`src/rtl/fifo_block_writer_if.sv`:
```
// Bus bundle between an upstream block producer, the block writer and a FIFO write port.
// The instance parameters must match the DSIZE/WORDS of the writer it connects to.
interface fifo_block_writer_if #(
  parameter int DSIZE = 32,
  parameter int WORDS = 4
);
  localparam int BW = DSIZE * WORDS;

  logic             in_valid;
  logic             in_ready;
  logic [BW-1:0]    in_data;
  logic [DSIZE-1:0] wdata;
  logic             winc;
  logic             wfull;

  // master: the environment (block source and FIFO); slave: the block writer
  modport master (
    output in_valid,
    output in_data,
    output wfull,
    input  in_ready,
    input  wdata,
    input  winc
  );

  modport slave (
    input  in_valid,
    input  in_data,
    input  wfull,
    output in_ready,
    output wdata,
    output winc
  );
endinterface

```
`src/rtl/fifo_block_writer.sv`:
```
// Splits a wide block into DSIZE-bit words (most significant word first) and
// pushes them into a FIFO write port, stalling while the FIFO reports full.
module fifo_block_writer #(
  parameter int DSIZE = 32,
  parameter int WORDS = 4,
  parameter int CW    = 16
) (
  input  logic                wclk,
  input  logic                dirclr_n,
  fifo_block_writer_if.slave  bus,
  output logic                busy,
  output logic [CW-1:0]       blk_count,
  output logic [CW-1:0]       stall_count
);
  localparam int BW = DSIZE * WORDS;
  localparam int IW = (WORDS > 1) ? $clog2(WORDS) : 1;
  localparam logic [IW-1:0] LAST_IDX = IW'(WORDS - 1);

  typedef enum logic [0:0] {
    S_IDLE = 1'b0,
    S_SEND = 1'b1
  } state_t;

  state_t          r_state;
  logic            r_busy;
  logic            r_out_en;
  logic [IW-1:0]   r_idx;
  logic [BW-1:0]   r_blk;
  logic [CW-1:0]   r_blk_count;
  logic [CW-1:0]   r_stall_count;

  logic [DSIZE-1:0] w_word [WORDS];
  logic             w_winc;
  logic             w_last;
  logic             w_in_ready;
  logic             w_accept;

  generate
    for (genvar gi = 0; gi < WORDS; gi++) begin : g_word
      assign w_word[gi] = r_blk[BW-1-gi*DSIZE -: DSIZE];
    end
  endgenerate

  // wfull gates the strobe combinationally so a word is never offered into a full FIFO
  assign w_winc     = r_busy & ~bus.wfull;
  assign w_last     = w_winc & (r_idx == LAST_IDX);
  // r_out_en keeps in_ready low during reset and until the first edge after release
  assign w_in_ready = r_out_en & (~r_busy | w_last);
  assign w_accept   = bus.in_valid & w_in_ready;

  assign bus.winc     = w_winc;
  assign bus.in_ready = w_in_ready;
  assign bus.wdata    = w_word[r_idx];
  assign busy         = r_busy;
  assign blk_count    = r_blk_count;
  assign stall_count  = r_stall_count;

  always_ff @(posedge wclk or negedge dirclr_n) begin
    if (!dirclr_n) begin
      r_state       <= S_IDLE;
      r_busy        <= 1'b0;
      r_out_en      <= 1'b0;
      r_idx         <= '0;
      r_blk         <= '0;
      r_blk_count   <= '0;
      r_stall_count <= '0;
    end else begin
      r_out_en <= 1'b1;
      case (r_state)
        S_IDLE: begin
          if (w_accept) begin
            r_blk   <= bus.in_data;
            r_idx   <= '0;
            r_state <= S_SEND;
            r_busy  <= 1'b1;
          end
        end
        S_SEND: begin
          if (bus.wfull) begin
            if (r_stall_count != {CW{1'b1}})
              r_stall_count <= r_stall_count + CW'(1);
          end else if (r_idx == LAST_IDX) begin
            r_blk_count <= r_blk_count + CW'(1);
            // zero-bubble handoff: a waiting block is captured on the last write
            if (bus.in_valid) begin
              r_blk <= bus.in_data;
              r_idx <= '0;
            end else begin
              r_state <= S_IDLE;
              r_busy  <= 1'b0;
            end
          end else begin
            r_idx <= r_idx + IW'(1);
          end
        end
        default: begin
          r_state <= S_IDLE;
          r_busy  <= 1'b0;
        end
      endcase
    end
  end
endmodule

```
`src/flat_wrapper.sv`:
```
// flat-port wrapper written by rule: the top's interface ports become plain ports
module fifo_block_writer_flat 
#(
  parameter int DSIZE = 32,
  parameter int WORDS = 4,
  parameter int CW    = 16
)
  (wclk, dirclr_n, busy, blk_count, stall_count, bus_in_valid, bus_in_data, bus_wfull, bus_in_ready, bus_wdata, bus_winc);
  fifo_block_writer_if #(.DSIZE(DSIZE), .WORDS(WORDS)) bus_i ();
  input  logic wclk;
  input  logic dirclr_n;
  output logic busy;
  output logic [CW-1:0] blk_count;
  output logic [CW-1:0] stall_count;
  input wire logic [$bits(bus_i.in_valid)-1:0] bus_in_valid;
  input wire logic [$bits(bus_i.in_data)-1:0] bus_in_data;
  input wire logic [$bits(bus_i.wfull)-1:0] bus_wfull;
  output wire logic [$bits(bus_i.in_ready)-1:0] bus_in_ready;
  output wire logic [$bits(bus_i.wdata)-1:0] bus_wdata;
  output wire logic [$bits(bus_i.winc)-1:0] bus_winc;
  assign bus_i.in_valid = bus_in_valid;
  assign bus_i.in_data = bus_in_data;
  assign bus_i.wfull = bus_wfull;
  assign bus_in_ready = bus_i.in_ready;
  assign bus_wdata = bus_i.wdata;
  assign bus_winc = bus_i.winc;
  fifo_block_writer #(.DSIZE(DSIZE), .WORDS(WORDS), .CW(CW)) u_core (.wclk(wclk), .dirclr_n(dirclr_n), .bus(bus_i), .busy(busy), .blk_count(blk_count), .stall_count(stall_count));
endmodule
```
`config.mk`:
```
export PLATFORM = sky130hd
export DESIGN_NAME = fifo_block_writer_flat
export DESIGN_NICKNAME = d
export VERILOG_FILES = /design/src/rtl/fifo_block_writer_if.sv /design/src/rtl/fifo_block_writer.sv /design/src/flat_wrapper.sv
export SDC_FILE = /design/constraint.sdc
export NUM_CORES = 1
export LEC_CHECK = 0
export CORE_ASPECT_RATIO = 0.8
export CORE_MARGIN = 2
export CORE_UTILIZATION = 53
export DETAILED_ROUTE_END_ITERATION = 8
export PLACE_DENSITY = 0.9
export SLEW_MARGIN = 0
export SYNTH_ARGS = -nofsm -noshare
export SYNTH_HDL_FRONTEND = slang
export SYNTH_SLANG_ARGS = --single-unit
```
`constraint.sdc`:
```
create_clock -name wclk -period 4.3 [get_ports wclk]
set_clock_uncertainty 0.15 [all_clocks]
set_input_delay 1.29 -clock wclk [delete_from_list [all_inputs] [get_ports wclk]]
set_output_delay 1.29 -clock wclk [all_outputs]
set_load 0.01 [all_outputs]
```
Word-level counts from Yosys, hierarchy flattened
Index checks and enable logic that the tools add are counted.

word-level totals
  flip-flop bits (word level) = 165
  word-level logic and storage cells = 56
  output and inout bits = 67

cells by class
  mux-type cells = 23
  add/subtract/negate cells = 3
  order comparisons = 1
  reduce and logical (&&, ||, !) cells = 5
  eq/ne operators = 8
  bitwise operators = 9

operators by type and width
  operator               number
  $mux 128               4
  $pmux 128 s2           1
  $bmux 32 s2            1
  $mux 32                2
  $add 16x1->16 const B  2
  $ne 16x16->1 const B   1
  $reduce_and 3->1       3
  $mux 1                 8
  $mux 2                 4
  $ne 2x2->1 const B     4
  $reduce_and 4->1       2
  $and 1x1->1            4
  $pmux 1 s2             2
  $pmux 2 s2             1
  $ge 3x3->1 const B     1
  $ne 3x3->1 const B     1
  $not 1->1              3
  $not 2->3              1
  $add 2x1->2 const B    1
  $eq 2x2->1 const B     1
  $ne 2x1->1 const B     1
  $or 1x1->1             1

Longest topological paths before layout
  word-level depth = 8
  gate-level depth with buffers = 7
  mapped depth without buffers = 5

Worst setup path before layout
Ideal clock, no wire load.

  path type = input -> output
  start point = in bus_wfull
  end point = out bus_in_ready
  path slack = 0.880 ns
  stages = 3
  required time = 2.860 ns
  arrival time = 1.980 ns
  cells stage by stage = buf_6 nand2b_4 a21boi_0

on the way
  cells in the longest elaborated chain, start to end = 5

RTL lines
  what                 RTL line                 RTL
  from (decl)          flat_wrapper.sv:17       input wire logic [$bits(bus_i.wfull)-1:0] bus_wfull;
  $not 1->1 (no line)  -
  $and 1x1->1          fifo_block_writer.sv:45  assign w_winc = r_busy & ~bus.wfull;
  $and 1x1->1          fifo_block_writer.sv:46  assign w_last = w_winc & (r_idx == LAST_IDX);
  $or 1x1->1           fifo_block_writer.sv:48  assign w_in_ready = r_out_en & (~r_busy | w_last);
  $and 1x1->1          fifo_block_writer.sv:48
  to (decl)            flat_wrapper.sv:18       output wire logic [$bits(bus_i.in_ready)-1:0] bus_in_ready;

No other way between the ends.

Worst setup path after layout
Same ends and word-level chain as after synthesis.

==> flow_metrics.env <==
export IMPL_slowest_delay_ps=580
export IMPL_routed_wl_um=17300
export IMPL_syn_cell_area_mm2=0.00791
export IMPL_rsz0062_at_grt="no"
export IMPL_synth_most_common_cell="dfrtp_1"
export IMPL_synth_edf_count=0
export IMPL_status="complete, no violations"
export IMPL_fill_cells=913
export IMPL_fin_crit_sh=0.957
export IMPL_critPathArrivalTime_ps=2670
export IMPL_clock_sinks=165
export IMPL_grt_max_degree=84
export IMPL_viasPerCell=5.51
export IMPL_tightest_slew_ps=811
export IMPL_antenna_found_initial=0
export IMPL_ys_seq_elements=165
export IMPL_power_leakage_nw=4.88
export IMPL_crit_type="primary input to primary output"
export IMPL_critPathRequiredTime_ps=2860
export IMPL_placed_cell_area_mm2=0.00995
export IMPL_grt_pass1_wl_um=28200
export IMPL_dp_cells=838
export IMPL_setup_ws_ps=186
export IMPL_clk_pin_slew_ps=70
export IMPL_syn_nets=605
export IMPL_avgRoutedWirePerCell_um=19.9
export IMPL_synthTopCellsByCount="dfrtp_1 (165), mux2_4 (120), mux4_2 (32), nand2_1 (15), xor2_1 (15)"
export IMPL_tns_ps=0
export IMPL_die_h_um=113
export IMPL_clock_latency_ps=420
export IMPL_worstPathCellList="clkdlybuf4s50_1 -> nand2b_4 -> a21boi_0 -> clkdlybuf4s50_1"
export IMPL_async_flop_share=1.00
export IMPL_instances_no_fill=870
export IMPL_cts_root_buf="clkbuf_16"
export IMPL_critPathTopFamily="buffers and inverters"
export IMPL_report_final_slew_viol_count=0
export IMPL_slowest_stage="clkdlybuf4s50_1"
export IMPL_crit_path_end_kind="primary output"
export IMPL_finalSetupViolCount=0
export IMPL_synth_ff_type="dfrtp_1"
export IMPL_multi_input_area_mm2=0.00347
export IMPL_firstDrtPassIters=4
export IMPL_seqCellArea_mm2=0.00413
export IMPL_cts_hold_fix_buffers=0
export IMPL_yosys_warnings=0
export IMPL_hold_path_class="flop to flop"
export IMPL_cts_tree="yes"
export IMPL_yosys_top_cells_area="dfrtp_1 (52%), mux2_4 (23%), mux4_2 (9.1%), buf_12 (2.8%), mux2_2 (1.7%)"
export IMPL_routabilityCongestion=0.780
export IMPL_hold_viol=0
export IMPL_max_cap_violations=0
export IMPL_vias=4792
export IMPL_area_growth_pct=33.4
export IMPL_antenna_cells=0
export IMPL_grt_use_total=0.229
export IMPL_first_global_vias=5118
export IMPL_start_kind="primary input"
export IMPL_syn_inst=470
export IMPL_fp_coreArea_mm2=0.0144
export IMPL_crit_buf_inv=2
export IMPL_pin_count=199
export IMPL_cp_common_cell="clkdlybuf4s50_1"
export IMPL_drt_iter0_drc=283
export IMPL_numPortBuffers=198
export IMPL_numCtsBuffers=17
export IMPL_ys_types=40
export IMPL_synth_top_cell_by_area="dfrtp_1"
export IMPL_dieArea_mm2=0.0159
export IMPL_cts_buffer_depth=2
export IMPL_htree_levels=4
export IMPL_die_w_um=141
export IMPL_drive_gt1_frac=0.319
export IMPL_cp_max_fo=2
export IMPL_rows=39
export IMPL_vdd_drop_max_mv=0.382
export IMPL_start_util=0.548
export IMPL_synth_top_area_frac=0.522
export IMPL_final_nets=808
export IMPL_fin_area_mm2=0.0106
export IMPL_cts_setup_buffers=0
export IMPL_post_cts_resized=0
export IMPL_fmax_mhz=243
export IMPL_dpl_hpwl_um=11800
export IMPL_finalWorstPathRequiredPeriod_ps=4110
export IMPL_syn_area_per_cell_um2=16.8
export IMPL_p_per_area_mw_per_mm2=706
export IMPL_overflow=0
export IMPL_ys_seq_area_frac=0.522
export IMPL_relSlewSlack=0.455
export IMPL_route_detailed_drc=0
export IMPL_dpl_worst_slack_ps=178
export IMPL_final_antenna_net_count=0
[flip-flops by register name, indices dropped and copies added, names as in the netlist]
register / count
u_core.busy: 1
u_core.blk_count: 16
u_core.r_blk: 128
u_core.r_state: 1
u_core.r_idx: 2
u_core.stall_count: 16
u_core.r_out_en: 1
[cell usage in the layout (no fill, tap or decap), types with 4 or more instances in the layout]
master / n
inv_6: 4
and3_1: 4
clkdlybuf4s50_1: 197
dfrtp_1: 163
mux2_2: 12
xor2_1: 15
nor3_1: 9
nor2_1: 5
nor3b_1: 4
xnor2_1: 13
nand2_1: 15
nor4_1: 5
buf_4: 6
nand3_1: 9
clkbuf_16: 17
nand4_1: 7
buf_12: 4
mux2_4: 120
mux4_2: 32
[final cells by class]
class | instances | share of cell area
Sequential cell | 165 | 0.392
Multi-Input combinational cell | 279 | 0.329
Inverter | 2 | 0.000711
Clock inverter | 13 | 0.0139
Clock buffer | 19 | 0.0429
Tap cell | 184 | 0.0218
Timing Repair Buffer | 208 | 0.200
[worst paths after layout]
check                      slack (ps)                                to                              from  cells after the start
min in group asynchronous         770      u_core.r_blk[57]$_DFFE_PN0P_                          dirclr_n                      1
max in group asynchronous        2430     u_core.r_blk[107]$_DFFE_PN0P_                          dirclr_n                      2
min reg2reg                       340  u_core.blk_count[10]$_DFFE_PN0P_  u_core.blk_count[10]$_DFFE_PN0P_                      1
min                               340  u_core.blk_count[10]$_DFFE_PN0P_  u_core.blk_count[10]$_DFFE_PN0P_                      1
max                               190                      bus_in_ready                         bus_wfull                      4
max reg2reg                      1680      u_core.r_blk[95]$_DFFE_PN0P_       u_core.r_idx[0]$_DFFE_PN0P_                      7
[cells by family (layout without fill, tap and decap cells)]
logic type	after synthesis	after routing	synth area share
buffers and inverters	26	242	0.0395
XOR/XNOR	28	28	0.0310
adder cells (fa/ha/maj)	3	3	0.00475
multiplexers	164	164	0.336
other	1	1	0.000474
flip-flops	165	165	0.522
AND/OR/NAND/NOR	73	73	0.0557
AO/OA/AOI/OAI	10	10	0.0104
[stage by stage]
step | hold WS [ps] | power [mW] | util
floorplan | 324 | 4.74 | -
global placement | 311 | 5.79 | 0.689
detailed placement | 331 | 5.92 | 0.689
CTS | 344 | 7.51 | 0.731
global route | 365 | 7.84 | 0.731
finish | 341 | 7.45 | 0.731
[power breakdown]
| part | total (mW) | switching, mW | internal (mW) |
|---|---|---|---|
| Sequential | 2.74 | 0.504 | 2.23 |
| Combinational | 3.17 | 0.996 | 2.18 |
| Clock | 1.54 | 0.644 | 0.895 |
| Total | 7.45 | 2.14 | 5.30 |
[per-layer routing]
| metal | share of wire | GRT usage |
|---|---|---|
| met5 | 0 | 0 |
| met4 | 0.017 | 0.0720 |
| met3 | 0.066 | 0.0626 |
| met2 | 0.48 | 0.362 |
| met1 | 0.44 | 0.314 |
No activity file was read; power rests on OpenSTA's default activity.
